File: src/rtl/loop_counter_pkg.sv
// Shared types and constants for the loop-count register and its decrementer.
package loop_counter_pkg;

   localparam int LC_WIDTH = 16;

   typedef enum logic [1:0] {
      IDLE    = 2'b00,
      ARMED   = 2'b01,
      EXPIRED = 2'b10
   } lc_state_t;

endpackage

File: src/rtl/loop_counter_subByOne.sv
// Fixed-width 16-bit decrementer; modulo-2^16 subtract of one.
import loop_counter_pkg::*;

module subByOne (
   input  logic [LC_WIDTH-1:0] i_a,
   output logic [LC_WIDTH-1:0] o_y
);

   assign o_y = i_a - LC_WIDTH'(1);

endmodule

File: src/rtl/loop_counter.sv
// Loop-count register for decrement-and-branch-if-not-zero: holds the count,
// steps it through subByOne and reports branch-taken, zero and underflow.
import loop_counter_pkg::*;

module loop_counter #(
   parameter int WIDTH = LC_WIDTH
) (
   input  logic             clk,
   input  logic             rst_n,
   input  logic             load_en,
   input  logic [WIDTH-1:0] load_val,
   input  logic             dec_en,
   output logic [WIDTH-1:0] count,
   output logic             zero,
   output logic             taken,
   output logic             underflow
);

   lc_state_t        r_state;
   lc_state_t        w_state_nxt;
   logic [WIDTH-1:0] r_count;
   logic [WIDTH-1:0] w_count_nxt;
   logic [WIDTH-1:0] w_dec;
   logic             r_taken;
   logic             w_taken_nxt;
   logic             r_underflow;
   logic             w_underflow_nxt;

   subByOne u_sub (
      .i_a (r_count),
      .o_y (w_dec)
   );

   always_comb begin
      w_state_nxt     = r_state;
      w_count_nxt     = r_count;
      w_taken_nxt     = 1'b0;
      w_underflow_nxt = r_underflow;
      if (load_en) begin
         // Load wins over a same-cycle decrement, which is silently dropped.
         w_count_nxt     = load_val;
         w_underflow_nxt = 1'b0;
         w_state_nxt     = (load_val != '0) ? ARMED : EXPIRED;
      end else begin
         case (r_state)
            ARMED: begin
               if (dec_en) begin
                  w_count_nxt = w_dec;
                  if (w_dec != '0) w_taken_nxt = 1'b1;
                  else             w_state_nxt = EXPIRED;
               end
            end
            IDLE, EXPIRED: begin
               if (dec_en) w_underflow_nxt = 1'b1;
            end
            default: w_state_nxt = IDLE;
         endcase
      end
   end

   always_ff @(posedge clk or negedge rst_n) begin
      if (!rst_n) begin
         r_state     <= IDLE;
         r_count     <= '0;
         r_taken     <= 1'b0;
         r_underflow <= 1'b0;
      end else begin
         r_state     <= w_state_nxt;
         r_count     <= w_count_nxt;
         r_taken     <= w_taken_nxt;
         r_underflow <= w_underflow_nxt;
      end
   end

   assign count     = r_count;
   assign zero      = (r_count == '0);
   assign taken     = r_taken;
   assign underflow = r_underflow;

endmodule

File: config.mk
export PLATFORM = sky130hd
export DESIGN_NAME = loop_counter
export DESIGN_NICKNAME = d
export VERILOG_FILES = /design/src/rtl/loop_counter_pkg.sv /design/src/rtl/loop_counter_subByOne.sv /design/src/rtl/loop_counter.sv
export SDC_FILE = /design/constraint.sdc
export NUM_CORES = 1
export LEC_CHECK = 0
export CAP_MARGIN = 25
export CORE_MARGIN = 2
export CORE_UTILIZATION = 45
export CTS_BUF_LIST = sky130_fd_sc_hd__clkbuf_8
export CTS_CLUSTER_SIZE = 10
export DETAILED_ROUTE_END_ITERATION = 16
export PLACE_DENSITY = 0.74
export REMOVE_ABC_BUFFERS = 1
export SLEW_MARGIN = 20
export SYNTH_ARGS = -nofsm -noshare
export SYNTH_HDL_FRONTEND = slang
export SYNTH_HIERARCHICAL = 1
export SYNTH_SLANG_ARGS = --single-unit
export TNS_END_PERCENT = 100
File: constraint.sdc
create_clock -name clk -period 2.6 [get_ports clk]
set_clock_uncertainty 0.15 [all_clocks]
set_input_delay 0.39 -clock clk [delete_from_list [all_inputs] [get_ports clk]]
set_output_delay 0.39 -clock clk [all_outputs]
set_load 0.01 [all_outputs]
* Word-level counts from Yosys, hierarchy flattened *
Index checks and enable logic that the tools add are counted.

cells by class
  equality and inequality tests = 5
  $add $sub $neg = 1
  muxes and demuxes = 15
  reductions and logical operators = 11

operator list
  kind                                                  count
  two-way mux 16 bit                                    3
  nonzero test 16 bit                                   2
  zero test 16 bit                                      1
  subtractor 16 x 1 -> 16 bit (second input constant)   1
  two-way mux 2 bit                                     4
  two-way mux 1 bit                                     7
  inequality test 3 bit (second input constant)         2
  nonzero test 2 bit                                    3
  case mux 2 bit (2 select lines)                       1
  AND reduction 2 bit                                   2
  AND reduction 3 bit                                   1
  equality test 2 x 1 -> 1 bit (second input constant)  1
  equality test 2 bit (second input constant)           1
  zero test 2 bit                                       1
  inequality test 2 bit (second input constant)         1
  OR reduction 2 bit                                    1

word-level totals
  bits in registers = 20
  output and inout port bits = 19
  logic and storage cells = 36
  bits of input ports = 20

* Logic depth before layout (Yosys ltp) *
Gate-level depths: netlist of the first run.

  depth after elaboration = 6
  mapped depth = 9
  mapped depth without buffers = 9

* Hierarchy *
Netlist of the first run, hierarchy kept.

by module, submodules not included
  module        area an instance (µm²)  sequential area each (µm²)  times used  cells each
  loop_counter  1,117.3                 500.5                       1           101
  subByOne      270.3                   0.0                         1           40

* Least setup slack after synthesis of the first run *
No wires, ideal clock.

  path type = flip-flop to flip-flop
  start point = register r_count[5], in the netlist count[5]
  end point = register r_state[1]
  period minus slack after synthesis = 2.119 ns
  setup time = 0.066 ns
  path slack = 0.481 ns
  cell stages (with the launch flop) = 9
  arrival time = 1.903 ns
  path buffers = 0
  required time = 2.384 ns
  path through = dfrtp_1 > nor4_2 > nand4b_1 > nor4_2 > xor2_1 > nor4_2 > nand4_1 > o21ai_1 > and2_1

between the ends
  cells in the longest elaborated chain, start to end = 4

ends and longest elaborated chain
  element                          line                        text
  start, declared                  loop_counter.sv:21          logic [WIDTH-1:0] r_count;
  start signal, assigned           loop_counter.sv:69          r_count <= w_count_nxt;
  subtractor 16 x 1 -> 16 bit      loop_counter_subByOne.sv:9  assign o_y = i_a - LC_WIDTH'(1);
  via w_dec[13]                    loop_counter.sv:23          logic [WIDTH-1:0] w_dec;
  nonzero test 16 bit              loop_counter.sv:49          if (w_dec != '0) w_taken_nxt = 1'b1;
  inequality test 3 bit (no line)  --
  AND reduction 3 bit (no line)    --
  end signal, assigned             loop_counter.sv:68          r_state <= w_state_nxt;
  end, declared                    loop_counter.sv:19          lc_state_t r_state;

The timed path passes the listed nets, and every way through them passes these cells.
A chain may end at the register's enable or synchronous reset.

* Final worst setup path of the first run *
  start point = register r_count[5], in the netlist count[5]
  end point = output port zero

between the ends
  cells in the longest elaborated chain, start to end = 1

ends and longest elaborated chain
  element           line                text
  zero test 16 bit  loop_counter.sv:76  assign zero = (r_count == '0);
  end, declared     loop_counter.sv:14  output logic zero,

No other way between the ends.

==> flow_summary.json, run 1 <==
{
  "critPathSlowestCell": "clkdlybuf4s50_1",
  "worstPathMaxFanout": 8,
  "cts_hold_buffers": 0,
  "dp_hpwl_mm": 2.61,
  "clockPowerShare_pct": 20.1,
  "final.setup.tns_ns": 0,
  "multi_input_area_um2": 833,
  "yosys-top-cells-count": "nand2_1, dfrtp_1, mux2i_1, o21ai_2, xor2_1",
  "vias_per_cell": 5.70,
  "maxCapViolCount": 0,
  "dieArea_mm2": 0.00354,
  "ir_drop_uv": 418,
  "die_w_um": 59.5,
  "synth_cells": 141,
  "worst_slew_pin_slew_ns": 0.481,
  "ys_warn_count": 6,
  "cts_sinks": 20,
  "pwr-share-seq_pct": 40.2,
  "core_area_mm2": 0.00300,
  "io_buffers": 38,
  "dr.pass1.iters": 4,
  "drive_above_1_share_pct": 17.8,
  "synth_largest_area_cell": "dfrtp_1",
  "wl_per_cell_um": 15.9,
  "grt_pass1_vias": 1130,
  "num-fill-cells": 279,
  "synth_area_mm2": 0.00139,
  "area_growth_pct": 32.9,
  "synth_seq_cells": 20,
  "cts_inserted_buffers": 3,
  "clk_pin_slew_ns": 0.07,
  "cellPowerDensity_mw_per_mm2": 640,
  "grt_overflow": 0,
  "drc_errors": 0,
  "intPower_mw": 0.739,
  "p_sw_share_pct": 37.4,
  "cts_buffer_depth": 2,
  "place_area_mm2": 0.00178,
  "grt_pass1_wl_mm": 5.51,
  "placementRows": 20,
  "fin_nets": 202,
  "max_freq_mhz": 414,
  "die_h_um": 59.5,
  "period_minus_slack_ns": 2.41,
  "synth_seq_area_share_pct": 36.1,
  "crit_required_ns": 2.06,
  "ant_nets": 0,
  "dr_total_vias": 1214,
  "cp-start-kind": "register",
  "fin_crit_sh_pct": 92.8,
  "finalMaxSlewViolations": 0,
  "seq_area_um2": 500,
  "ys_types": 26,
  "synth.top_cell.area_share_pct": 36.1,
  "async_reset_ff_share_pct": 100,
  "post_cts_buffers": 0,
  "yosysMostFrequentCell": "nand2_1",
  "start_util_pct": 46.2,
  "clkLatencyLatePin_ns": 0.26,
  "synth_top_flop_cell": "dfrtp_1",
  "synth.area.top_cells": "dfrtp_1, mux2i_1, o21ai_2",
  "cp_cell_sequence": "nor4_1 > and4_1 > clkdlybuf4s50_1",
  "grt_usage_pct": 20.9,
  "grt_max_degree": 33,
  "slew_headroom_pct": 67.9,
  "drt-total-wl_mm": 3.39,
  "gp_congestion": 0.831,
  "antenna_found_initial": 0,
  "p_total_mw": 1.18,
  "rsz0062_at_grt": "false",
  "antennaDiodeCount": 0,
  "drt-initial-drc-count": 38,
  "htree_levels": 1,
  "leakage_nw": 0.788,
  "stdcell_area_mm2": 0.00184,
  "clockRootBuffer": "clkbuf_8",
  "hp-class": "input port to asynchronous set/reset pin",
  "hold_viol_final": 0,
  "tritoncts": "built",
  "worstSetupEndpointType": "output pin",
  "status": "finished clean",
  "critPathArrivalTime_ns": 1.87,
  "comb_power_share_pct": 39.7,
  "cp_slowest_stage_delay_ns": 0.54,
  "postSynthAreaPerCell_um2": 9.84,
  "power_switching_mw": 0.441,
  "path_class": "register to output pin",
  "setup_viol": 0,
  "synth_edf_count": 0,
  "boundaryPins": 39
}
-- sequential cells by signal, summed over array words and instances (netlist names) --
| name | flops |
|---|---|
| count | 16 |
| r_state | 2 |
| taken | 1 |
| underflow | 1 |
-- worst max-delay path: cells and delay by family, from the launching register on --
family | cells | cell delay, ns
buffers and inverters | 1 | 0.54
flip-flops | 1 | 0.50
AND/OR/NAND/NOR | 2 | 0.58
-- cell type report --
type	count	area share, %
sequential	20	27.1
timing repair buffer	40	21.4
clock buffer	4	2.99
tap	33	2.24
inverter	5	1.02
multi-input combinational	111	45.2
-- cell families (layout without fill, tap and decap cells) --
| group | count (synthesis) | after routing | share of synthesized area, % |
|---|---|---|---|
| AND/OR/NAND/NOR | 61 | 61 | 27.0 |
| AO/OA/AOI/OAI | 20 | 20 | 11.8 |
| flip-flops | 20 | 20 | 36.1 |
| multiplexers | 16 | 16 | 11.5 |
| XOR/XNOR | 13 | 13 | 8.21 |
| buffers and inverters | 10 | 49 | 4.51 |
| adder cells (fa/ha/maj) | 1 | 1 | 0.902 |
-- power by group through the flow --
stage / Clock (mW) / Sequential (mW) / Combinational, mW
floorplan: 0 / 0.476 / 0.239
global placement: 0 / 0.469 / 0.456
detailed placement: 0 / 0.472 / 0.462
CTS: 0.243 / 0.468 / 0.464
global route: 0.255 / 0.485 / 0.509
finish: 0.237 / 0.474 / 0.469
-- what timing repair did --
item / 4_1_cts / 5_1_grt
hold endpoints to repair: 0 / 0
gates resized for setup: 0 / 1
setup endpoints to repair: 0 / 2
-- path summary, 6_finish.rpt --
check	start	cells past startpoint	slack, ns	to
max in group asynchronous	rst_n	2	1.77	count[10]
max reg2reg	count[5]	8	0.22	r_state[0]
max	count[5]	3	0.19	zero
min	rst_n	2	0.32	count[7]
min reg2reg	r_state[1]	1	0.34	r_state[0]
min in group clk	r_state[1]	1	0.34	r_state[0]
-- metrics by stage --
| stage | utilization, % | worst slack (ns) | std cells | hold WS, ns |
|---|---|---|---|---|
| detailed placement | 59.3 | 0.226 | 209 | 0.334 |
| floorplan | - | 0.481 | 136 | -0.0556 |
| global placement | 59.3 | 0.312 | 209 | 0.315 |
| global route | 61.4 | 0.0282 | 213 | 0.337 |
| finish | 61.4 | 0.187 | 213 | 0.321 |
| CTS | 61.1 | 0.187 | 213 | 0.329 |
-- cells in the final DEF, fill, tap and decap left out, drive strengths merged --
| cell type | n |
|---|---|
| nor4 | 15 |
| inv | 5 |
| ha | 1 |
| nand4b | 2 |
| a21oi | 2 |
| and2 | 2 |
| mux2i | 16 |
| dfrtp | 20 |
| clkdlybuf4s50 | 38 |
| clkbuf | 4 |
| xor2 | 10 |
| xnor2 | 3 |
| o41ai | 1 |
| and2b | 1 |
| nor3 | 4 |
| nor3b | 1 |
| nand2 | 23 |
| or4 | 1 |
| o21ai | 17 |
| nand4 | 2 |
| buf | 2 |
| nor2 | 8 |
| nand3b | 1 |
| and4 | 1 |
-- routing by layer --
layer	global-route usage [%]	part of all wire [%]	vias to the layer above
met5	0	0	-
met4	7.62	1.4	0
met3	3.06	5.8	8
met2	33.8	47	47
met1	28.3	46	571
li1	-	-	588
No activity file was read; power rests on OpenSTA's default activity.
==> run 2, diff against run 1 <==
--- a/config.mk
+++ b/config.mk
@@ -9,6 +9,7 @@
 export CORE_MARGIN = 2
 export CORE_UTILIZATION = 45
 export CTS_BUF_LIST = sky130_fd_sc_hd__clkbuf_8
+export CTS_CLUSTER_DIAMETER = 30
 export CTS_CLUSTER_SIZE = 10
 export DETAILED_ROUTE_END_ITERATION = 16
 export PLACE_DENSITY = 0.74
==> results of run 2 <==
The final DEF is identical to that of run 1; final timing and power are the same.
